--- config.mk ---
export PLATFORM = sky130hd
export DESIGN_NAME = isqrt_unit_flat
export DESIGN_NICKNAME = d
export VERILOG_FILES = /design/src/rtl/isqrt_pkg.sv /design/src/rtl/isqrt_if.sv /design/src/rtl/isqrt_step.sv /design/src/rtl/isqrt_unit.sv /design/src/flat_wrapper.sv
export SDC_FILE = /design/constraint.sdc
export NUM_CORES = 1
export LEC_CHECK = 0
export ABC_AREA = 1
export BUFFER_PORTS_ARGS = -buffer_cell sky130_fd_sc_hd__buf_2
export CORE_MARGIN = 2
export CORE_UTILIZATION = 40
export CTS_BUF_LIST = sky130_fd_sc_hd__clkbuf_2 sky130_fd_sc_hd__clkbuf_4 sky130_fd_sc_hd__clkbuf_8
export DETAILED_ROUTE_END_ITERATION = 12
export SLEW_MARGIN = 20
export SYNTH_ARGS = -nofsm -noshare
export SYNTH_HDL_FRONTEND = slang
export SYNTH_SLANG_ARGS = --single-unit
--- constraint.sdc ---
create_clock -name clk -period 2.2 [get_ports clk]
set_clock_uncertainty 0.05 [all_clocks]
set_input_delay 0.55 -clock clk [delete_from_list [all_inputs] [get_ports clk]]
set_output_delay 0.55 -clock clk [all_outputs]
set_load 0.02 [all_outputs]
--- src/rtl/isqrt_pkg.sv ---
// Shared types and elaboration helpers for the digit-by-digit integer square-root unit.
package isqrt_pkg;

   typedef enum logic [1:0] {
      IDLE,
      CALC,
      DONE
   } state_t;

   // Clock cycles spent in CALC: one bit-pair per iteration, BPC iterations per cycle.
   function automatic int unsigned calc_iters(input int unsigned width, input int unsigned bpc);
      return width / (2 * bpc);
   endfunction

   function automatic bit cfg_ok(input int unsigned width, input int unsigned bpc);
      return (width >= 4) && ((width % 2) == 0) && ((bpc == 1) || (bpc == 2)) &&
             (((width / 2) % bpc) == 0);
   endfunction

endpackage

--- src/rtl/isqrt_if.sv ---
// Request/result valid-ready channel pair for the square-root unit.
interface isqrt_if #(
   parameter int unsigned WIDTH = 32
);
   logic                 in_valid;
   logic                 in_ready;
   logic [WIDTH-1:0]     in_data;
   logic                 out_valid;
   logic                 out_ready;
   logic [WIDTH/2-1:0]   out_root;
   logic [WIDTH/2:0]     out_rem;
   logic                 out_error;

   modport slave (
      input  in_valid, in_data, out_ready,
      output in_ready, out_valid, out_root, out_rem, out_error
   );

   modport master (
      output in_valid, in_data, out_ready,
      input  in_ready, out_valid, out_root, out_rem, out_error
   );
endinterface

--- src/rtl/isqrt_step.sv ---
// One combinational restoring iteration: shift in a radicand bit-pair and resolve one root bit.
module isqrt_step #(
   parameter int unsigned RW = 16
) (
   input  logic [RW+1:0] i_rem,
   input  logic [RW-1:0] i_root,
   input  logic [1:0]    i_pair,
   output logic [RW+1:0] o_rem,
   output logic [RW-1:0] o_root
);
   logic [RW+1:0] w_shift;
   logic [RW+1:0] w_trial;
   logic          w_ge;
   logic          w_unused;

   // Incoming remainder is always < 2^RW while more pairs remain, so its top two bits are zero.
   assign w_shift  = {i_rem[RW-1:0], i_pair};
   assign w_trial  = {i_root, 2'b01};
   assign w_ge     = (w_shift >= w_trial);
   assign o_rem    = w_ge ? (w_shift - w_trial) : w_shift;
   assign o_root   = {i_root[RW-2:0], w_ge};
   assign w_unused = ^i_rem[RW+1:RW];
endmodule

--- src/rtl/isqrt_unit.sv ---
// Fixed-latency integer square root: floor(sqrt(x)) and x - root^2 behind valid/ready channels.
module isqrt_unit
   import isqrt_pkg::*;
#(
   parameter int unsigned WIDTH          = 32,
   parameter int unsigned BITS_PER_CYCLE = 1,
   parameter bit          SIGNED_IN      = 1'b1
) (
   input  logic       clk,
   input  logic       rst_n,
   isqrt_if.slave     bus,
   output logic       busy
);
   localparam int unsigned RW = WIDTH / 2;
   localparam int unsigned N  = calc_iters(WIDTH, BITS_PER_CYCLE);
   localparam int unsigned CW = $clog2(N + 1);

   if (!cfg_ok(WIDTH, BITS_PER_CYCLE)) begin : g_bad_cfg
      $error("isqrt_unit: illegal WIDTH/BITS_PER_CYCLE combination");
   end

   state_t            r_state;
   state_t            w_next;
   logic [WIDTH-1:0]  r_op;
   logic [RW+1:0]     r_rem;
   logic [RW-1:0]     r_root;
   logic [CW-1:0]     r_cnt;
   logic [RW-1:0]     r_out_root;
   logic [RW:0]       r_out_rem;
   logic              r_out_err;
   logic              w_neg;
   logic              w_last;

   logic [RW+1:0]     w_rem_c  [BITS_PER_CYCLE+1];
   logic [RW-1:0]     w_root_c [BITS_PER_CYCLE+1];

   assign w_rem_c[0]  = r_rem;
   assign w_root_c[0] = r_root;

   // Iterations chain MSB pair first; the operand is shifted left after each cycle.
   for (genvar g = 0; g < BITS_PER_CYCLE; g++) begin : g_step
      isqrt_step #(.RW(RW)) u_step (
         .i_rem  (w_rem_c[g]),
         .i_root (w_root_c[g]),
         .i_pair (r_op[WIDTH-1-2*g -: 2]),
         .o_rem  (w_rem_c[g+1]),
         .o_root (w_root_c[g+1])
      );
   end

   assign w_neg  = SIGNED_IN && bus.in_data[WIDTH-1];
   assign w_last = (r_cnt == CW'(1));

   always_ff @(posedge clk or negedge rst_n) begin
      if (!rst_n) r_state <= IDLE;
      else        r_state <= w_next;
   end

   always_comb begin
      w_next        = r_state;
      bus.in_ready  = 1'b0;
      bus.out_valid = 1'b0;
      busy          = 1'b1;
      case (r_state)
         IDLE: begin
            bus.in_ready = 1'b1;
            busy         = 1'b0;
            if (bus.in_valid) w_next = w_neg ? DONE : CALC;
         end
         CALC: begin
            if (w_last) w_next = DONE;
         end
         DONE: begin
            bus.out_valid = 1'b1;
            if (bus.out_ready) w_next = IDLE;
         end
         default: w_next = IDLE;
      endcase
   end

   always_ff @(posedge clk or negedge rst_n) begin
      if (!rst_n) begin
         r_op       <= '0;
         r_rem      <= '0;
         r_root     <= '0;
         r_cnt      <= '0;
         r_out_root <= '0;
         r_out_rem  <= '0;
         r_out_err  <= 1'b0;
      end else begin
         case (r_state)
            IDLE: begin
               if (bus.in_valid) begin
                  r_op   <= bus.in_data;
                  r_rem  <= '0;
                  r_root <= '0;
                  r_cnt  <= CW'(N);
                  if (w_neg) begin
                     r_out_root <= '0;
                     r_out_rem  <= '0;
                     r_out_err  <= 1'b1;
                  end
               end
            end
            CALC: begin
               r_op   <= r_op << (2 * BITS_PER_CYCLE);
               r_rem  <= w_rem_c[BITS_PER_CYCLE];
               r_root <= w_root_c[BITS_PER_CYCLE];
               r_cnt  <= r_cnt - CW'(1);
               if (w_last) begin
                  r_out_root <= w_root_c[BITS_PER_CYCLE];
                  r_out_rem  <= w_rem_c[BITS_PER_CYCLE][RW:0];
                  r_out_err  <= 1'b0;
               end
            end
            default: ;
         endcase
      end
   end

   assign bus.out_root  = r_out_root;
   assign bus.out_rem   = r_out_rem;
   assign bus.out_error = r_out_err;
endmodule
--- src/flat_wrapper.sv ---
// flat-port wrapper written by rule: the top's interface ports become plain ports
module isqrt_unit_flat import isqrt_pkg::*;
#(
   parameter int unsigned WIDTH          = 32,
   parameter int unsigned BITS_PER_CYCLE = 1,
   parameter bit          SIGNED_IN      = 1'b1
)
  (clk, rst_n, busy, bus_in_valid, bus_in_data, bus_out_ready, bus_in_ready, bus_out_valid, bus_out_root, bus_out_rem, bus_out_error);
  isqrt_if #(.WIDTH(WIDTH)) bus_i ();
  input  logic clk;
  input  logic rst_n;
  output logic busy;
  input wire logic [$bits(bus_i.in_valid)-1:0] bus_in_valid;
  input wire logic [$bits(bus_i.in_data)-1:0] bus_in_data;
  input wire logic [$bits(bus_i.out_ready)-1:0] bus_out_ready;
  output wire logic [$bits(bus_i.in_ready)-1:0] bus_in_ready;
  output wire logic [$bits(bus_i.out_valid)-1:0] bus_out_valid;
  output wire logic [$bits(bus_i.out_root)-1:0] bus_out_root;
  output wire logic [$bits(bus_i.out_rem)-1:0] bus_out_rem;
  output wire logic [$bits(bus_i.out_error)-1:0] bus_out_error;
  assign bus_i.in_valid = bus_in_valid;
  assign bus_i.in_data = bus_in_data;
  assign bus_i.out_ready = bus_out_ready;
  assign bus_in_ready = bus_i.in_ready;
  assign bus_out_valid = bus_i.out_valid;
  assign bus_out_root = bus_i.out_root;
  assign bus_out_rem = bus_i.out_rem;
  assign bus_out_error = bus_i.out_error;
  isqrt_unit #(.WIDTH(WIDTH), .BITS_PER_CYCLE(BITS_PER_CYCLE), .SIGNED_IN(SIGNED_IN)) u_core (.clk(clk), .rst_n(rst_n), .bus(bus_i), .busy(busy));
endmodule
==> flow_summary.yaml, run 1 <==
status:
  status: "completed"
clock_tree:
  clock_sinks: 105
  cts_buffers: 9
  worstSkewPairLatency_ns: 0.39
  path_clk_slew_ns: 0.10
  root_buffer: "clkbuf_8"
  cts_tree: "done"
  ctsLongestPathBuffers: 2
  h-tree-depth: 3
setup_path:
  crit_type: "flip-flop to flip-flop"
  reg2reg_from: "u_core.r_root[1]$_DFFE_PN0P_"
  arrival_ns: 2.39
  crit_buf_inv: 2
  r2r-end: "u_core.bus.out_rem[11]$_DFFE_PN0P_"
  cp-start-kind: "flip-flop"
  critical_path_required_ns: 2.47
  path_max_fanout: 6
  crit_path_start: "u_core.r_root[1]$_DFFE_PN0P_"
  critPathCaptureType: "flip-flop"
  cp_top_family: "simple AND/OR/NAND/NOR gates"
  cp-endpoint: "u_core.bus.out_rem[11]$_DFFE_PN0P_"
  r2r_cells: 14
  critPathMaxStageDelay_ns: 0.37
  cp_slowest_cell: "dfrtp_1"
  cp_common_cell: "nand2_1"
  crit_chain: "inv_1, ha_1, nand2_1, nand2_1, nand2_1, nand2_1, nand2_1, nand3_2, nand2_2, nand2_4, buf_4, nand2_1, nand4_1, nand2_1"
  reg2reg_slack_ns: 0.08
  crit_cells: 14
global_route:
  first_global_vias: 5061
  grt_overflow: 0
  grt_max_degree: 40
  grt_pass1_wl_microns: 25400
  antenna_found_initial: 0
  track_usage: 0.217
power_and_ir_drop:
  intPower_mw: 5.67
  combPwrFrac: 0.629
  p_seq_frac: 0.267
  power.switching_mw: 5.92
  p_per_area_nw_per_um2: 1700
  clock_power_share: 0.104
  peakVddDrop_mv: 0.744
  netSwitchingFraction: 0.511
  p_leak_nw: 3.50
floorplan:
  core_sq_um: 13900
  die_area_sq_um: 15300
  initial_utilization: 0.410
  row_count: 43
  die_h_microns: 124
  die_width_microns: 124
  io_pins: 73
routing:
  wire_per_inst_microns: 15.9
  num_vias: 5199
  drc_errors: 0
  viasPerCell: 5.23
  firstDrtPassIters: 7
  first_iter_violations: 385
  drt_wl_total_microns: 15800
  ant_nets: 0
timing:
  finalWorstSetupSlack_ns: 0.0812
  drv_slew: 0
  fmax_mhz: 472
  hold_viol: 0
  worstMarginPinSlew_ns: 0.407
  fin_crit_ns: 2.12
  fin_crit_sh: 0.963
  rsz0062_at_grt: "yes"
  setup_violations: 0
  relSlewSlack: 0.729
  hold_slack_ns: 0.285
final_layout:
  regArea_sq_um: 2630
  fin_area_sq_um: 6830
  multi_input_area_sq_um: 2710
  layout.nets: 865
  num-fill-cells: 1379
  final_common_cell: "nand2_1"
  final_cell_mix: "198 x nand2_1, 105 x dfrtp_1, 77 x inv_1"
  areaGrowthSynthToFinish_pct: 19.4
  final_cells: 994
  antenna_cells: 0
  drive_gt1_frac: 0.225
placed_design:
  gp_congestion: 0.994
  hpwlAfterDp_microns: 11700
  placed_cell_area_sq_um: 6480
  portBuffers: 72
  placedCellCount: 977
  post-place-ws_ns: 0.0282
synthesis:
  yosysUniqueCellTypes: 38
  ys_warn_count: 0
  synth-seq-cells: 105
  syn-num-nets: 773
  async_flop_share: 1.00
  syn_inst: 717
  synth_ff_type: "dfrtp_1"
  syn_area_per_cell_sq_um: 7.97
  yosysSeqAreaShare: 0.460
  netlist_area_sq_um: 5720
  synth_edf_count: 0
worst_hold_path:
  hold_class: "input pin to flip-flop"
job:
  maxCapViolations: 0
registers in the layout (all words and copies together), names as in the netlist:
| signal | flops |
|---|---|
| u_core.r_op | 32 |
| u_core.bus.out_rem | 17 |
| u_core.bus.out_root | 16 |
| u_core.r_rem | 16 |
| u_core.r_root | 16 |
| u_core.r_cnt | 5 |
| u_core.r_state | 2 |
| u_core.bus.out_error | 1 |
logic make-up after synthesis:
| kind of cell | after synthesis | synth area share |
|---|---|---|
| flip-flops | 105 | 0.460 |
| AND/OR/NAND/NOR | 337 | 0.258 |
| multiplexers | 1 | 0.00175 |
| adder cells (fa/ha/maj) | 20 | 0.0438 |
| AO/OA/AOI/OAI | 127 | 0.137 |
| XOR/XNOR | 8 | 0.0123 |
| buffers and inverters | 119 | 0.0880 |
final cells by class:
type,count,area share
Inverter,87,0.0482
Clock buffer,10,0.0202
Clock inverter,6,0.00898
Timing Repair Buffer,113,0.108
Tap cell,180,0.0330
Sequential cell,105,0.385
Multi-Input combinational cell,493,0.397
what timing repair did:
action / in CTS / in global routing
setup endpoints to repair: 1 / 30
hold buffers: 1 / 0
hold endpoints to repair: 13 / 0
gates cloned: 0 / 0
setup buffers: 0 / 0
gates resized for setup: 1 / 21
power groups by stage:
stage / sequential, mW / combinational [mW] / clock [mW]
final: 3.09 / 7.29 / 1.21
after global routing: 3.17 / 8.12 / 1.34
after CTS: 3.05 / 6.97 / 1.26
after detailed placement: 3.08 / 6.92 / 0
after global placement: 3.07 / 6.89 / 0
after floorplan: 3.17 / 4.82 / 0
worst min-delay path by stage:
stage,depth (start not counted),from,end,slack [ns]
detailed placement,1,rst_n,u_core.bus.out_rem[14]$_DFFE_PN0P_,0.38
CTS,2,bus_out_ready,u_core.r_state[1]$_DFFE_PN0P_,0.26
global placement,1,rst_n,u_core.bus.out_rem[14]$_DFFE_PN0P_,0.38
floorplan,0,rst_n,u_core.bus.out_error$_DFFE_PN0P_,0.20
finish,2,bus_out_ready,u_core.r_state[1]$_DFFE_PN0P_,0.29
global route,2,bus_out_ready,u_core.r_state[1]$_DFFE_PN0P_,0.28
metrics by stage:
step           setup TNS (ns)  power [mW]  utilization
6_report                    0        11.6        0.490
5_1_grt               -0.0602        12.6        0.490
4_1_cts                     0        11.3        0.480
3_5_place_dp                0        10.0        0.465
3_3_place_gp                0        9.96        0.465
2_1_floorplan               0        7.98            -
Yosys cell counts, types with 6 or more instances:
cell / number / area, sq um
clkbuf_1: 10 / 37.5
nand4_1: 18 / 113
o31ai_2: 13 / 163
inv_2: 6 / 22.5
o22ai_1: 17 / 106
a21oi_1: 38 / 190
nand2_1: 199 / 747
ha_1: 20 / 250
inv_1: 80 / 300
o21ai_0: 48 / 240
buf_2: 15 / 75.1
dfrtp_1: 105 / 2630
nor2_1: 44 / 165
nand3_1: 54 / 270
layer usage:
metal / GRT usage / wire, microns
met2: 0.341 / 7270
met1: 0.309 / 7480
met5: 0 / 0
met4: 0.0618 / 231
met3: 0.0364 / 865
(Power assumes the default switching activity.)
==> inputs of run 2 (changes only) <==
Settings changed: CORE_MARGIN 2 to not set, SYNTH_HIERARCHICAL set to 1.
==> flow_summary.yaml, run 2 <==
status:
  status: "completed"
power_and_ir_drop:
  power.switching_mw: 6.31
  power_mw: 12.9
  clock_power_share: 0.103
  p_per_area_nw_per_um2: 1770
  combPwrFrac: 0.681
  p_seq_frac: 0.215
  netSwitchingFraction: 0.490
  p_leak_nw: 3.99
  peakVddDrop_mv: 0.974
  intPower_mw: 6.57
placed_design:
  post-place-ws_ns: -0.0442
  placed_cell_area_sq_um: 6630
  gp_congestion: 0.930
  hpwlAfterDp_microns: 10300
  portBuffers: 72
  placedCellCount: 1017
synthesis:
  syn-num-nets: 813
  netlist_area_sq_um: 5870
  syn_area_per_cell_sq_um: 7.76
  ys_warn_count: 6
  syn_inst: 757
clock_tree:
  hold_buffers: 0
  cts_buffers: 9
  path_clk_slew_ns: 0.12
  ctsLongestPathBuffers: 2
  h-tree-depth: 3
  clock_sinks: 105
  cts_tree: "done"
  worstSkewPairLatency_ns: 0.40
  root_buffer: "clkbuf_8"
global_route:
  grt_pass1_wl_microns: 24200
  track_usage: 0.207
  antenna_found_initial: 0
  first_global_vias: 5137
  grt_overflow: 0
  grt_max_degree: 65
setup_path:
  cp-start-kind: "flip-flop"
  path_max_fanout: 7
  arrival_ns: 2.48
  critical_path_required_ns: 2.49
  critPathCaptureType: "flip-flop"
  crit_type: "flip-flop to flip-flop"
routing:
  firstDrtPassIters: 4
  wire_per_inst_microns: 14.1
  viasPerCell: 4.94
  drt_wl_total_microns: 14800
  ant_nets: 0
  drc_errors: 0
  num_vias: 5174
  first_iter_violations: 263
timing:
  worstMarginPinSlew_ns: 0.532
  fmax_mhz: 455
  rsz0062_at_grt: "yes"
  relSlewSlack: 0.646
  finalWorstSetupSlack_ns: 0.00301
  fin_crit_sh: 0.999
  hold_viol: 0
  fin_crit_ns: 2.20
  setup_violations: 0
  fin_setup_tns_ns: 0
  hold_slack_ns: 0.0584
  drv_slew: 0
job:
  maxCapViolations: 0
worst_hold_path:
  hold_class: "input pin to async pin"
final_layout:
  final_cell_mix: "244 x nand2_1, 105 x dfrtp_1, 83 x inv_1"
  fin_area_sq_um: 7270
  areaGrowthSynthToFinish_pct: 23.8
  final_cells: 1047
  final_common_cell: "nand2_1"
  largest_reg_flops: 32
  antenna_cells: 0
  layout.nets: 918
  largest-register: "u_core/r_op"
  drive_gt1_frac: 0.275
  fin_util: 0.516
floorplan:
  initial_utilization: 0.417
  core_sq_um: 14100
  row_count: 43
  die_h_microns: 123
  die_area_sq_um: 15200
  die_width_microns: 123
  io_pins: 73
run 2: path summary, 6_finish.rpt:
kind,startpoint,to,slack [ns],cells after the start
max,u_core/r_root[6]$_DFFE_PN0P_,u_core/bus.out_rem[1]$_DFFE_PN0P_,0.003,13
min reg2reg,u_core/bus.out_rem[13]$_DFFE_PN0P_,u_core/bus.out_rem[13]$_DFFE_PN0P_,0.43,2
min in group clk,bus_in_data[0],u_core/r_op[0]$_DFFE_PN0P_,0.33,3
min,rst_n,u_core/bus.out_root[3]$_DFFE_PN0P_,0.06,1
max in group asynchronous,rst_n,u_core/r_op[6]$_DFFE_PN0P_,1.42,2
max reg2reg,u_core/r_root[6]$_DFFE_PN0P_,u_core/bus.out_rem[1]$_DFFE_PN0P_,0.003,13
run 2: timing repair:
item	in CTS	in global routing
pin swaps	0	16
setup buffers	0	13
cloned	0	1
setup endpoints to repair	31	33
gates resized for setup	9	60
run 2: power groups by stage:
stage / Clock, mW / Combinational [mW] / Sequential (mW)
3_5_place_dp: 0 / 7.28 / 2.77
4_1_cts: 1.38 / 7.49 / 2.74
6_report: 1.33 / 8.77 / 2.77
5_1_grt: 1.44 / 9.76 / 2.84
3_3_place_gp: 0 / 7.16 / 2.77
2_1_floorplan: 0 / 5.21 / 2.78
run 2: layer usage:
metal	vias up	track usage	part of all wire	routed length, microns
li1	2611	-	-	-
met1	2441	0.264	0.46	6770
met2	100	0.343	0.47	7010
met3	22	0.0521	0.042	625
met4	0	0.0640	0.025	363
met5	-	0	0	0
run 2: cell type report:
| type | instances | area [sq um] |
|---|---|---|
| Fill cell | 1413 | 6820 |
| Tap cell | 180 | 225 |
| Timing Repair Buffer | 147 | 1000 |
| Sequential cell | 105 | 2630 |
| Inverter | 98 | 375 |
| Clock inverter | 6 | 83.8 |
| Clock buffer | 10 | 138 |
| Multi-Input combinational cell | 501 | 2820 |
run 2: critical path, stage by stage, from the launching register on:
cell,delay [ns]
dfrtp_1,0.42
inv_2,0.09
ha_4,0.21
nand2_4,0.06
inv_1,0.05
nand2_2,0.07
nand2_2,0.06
a21oi_2,0.17
nand2_1,0.11
nand2_2,0.13
nand2_8,0.10
o21ai_0,0.37
nand4_1,0.16
nand2_1,0.10
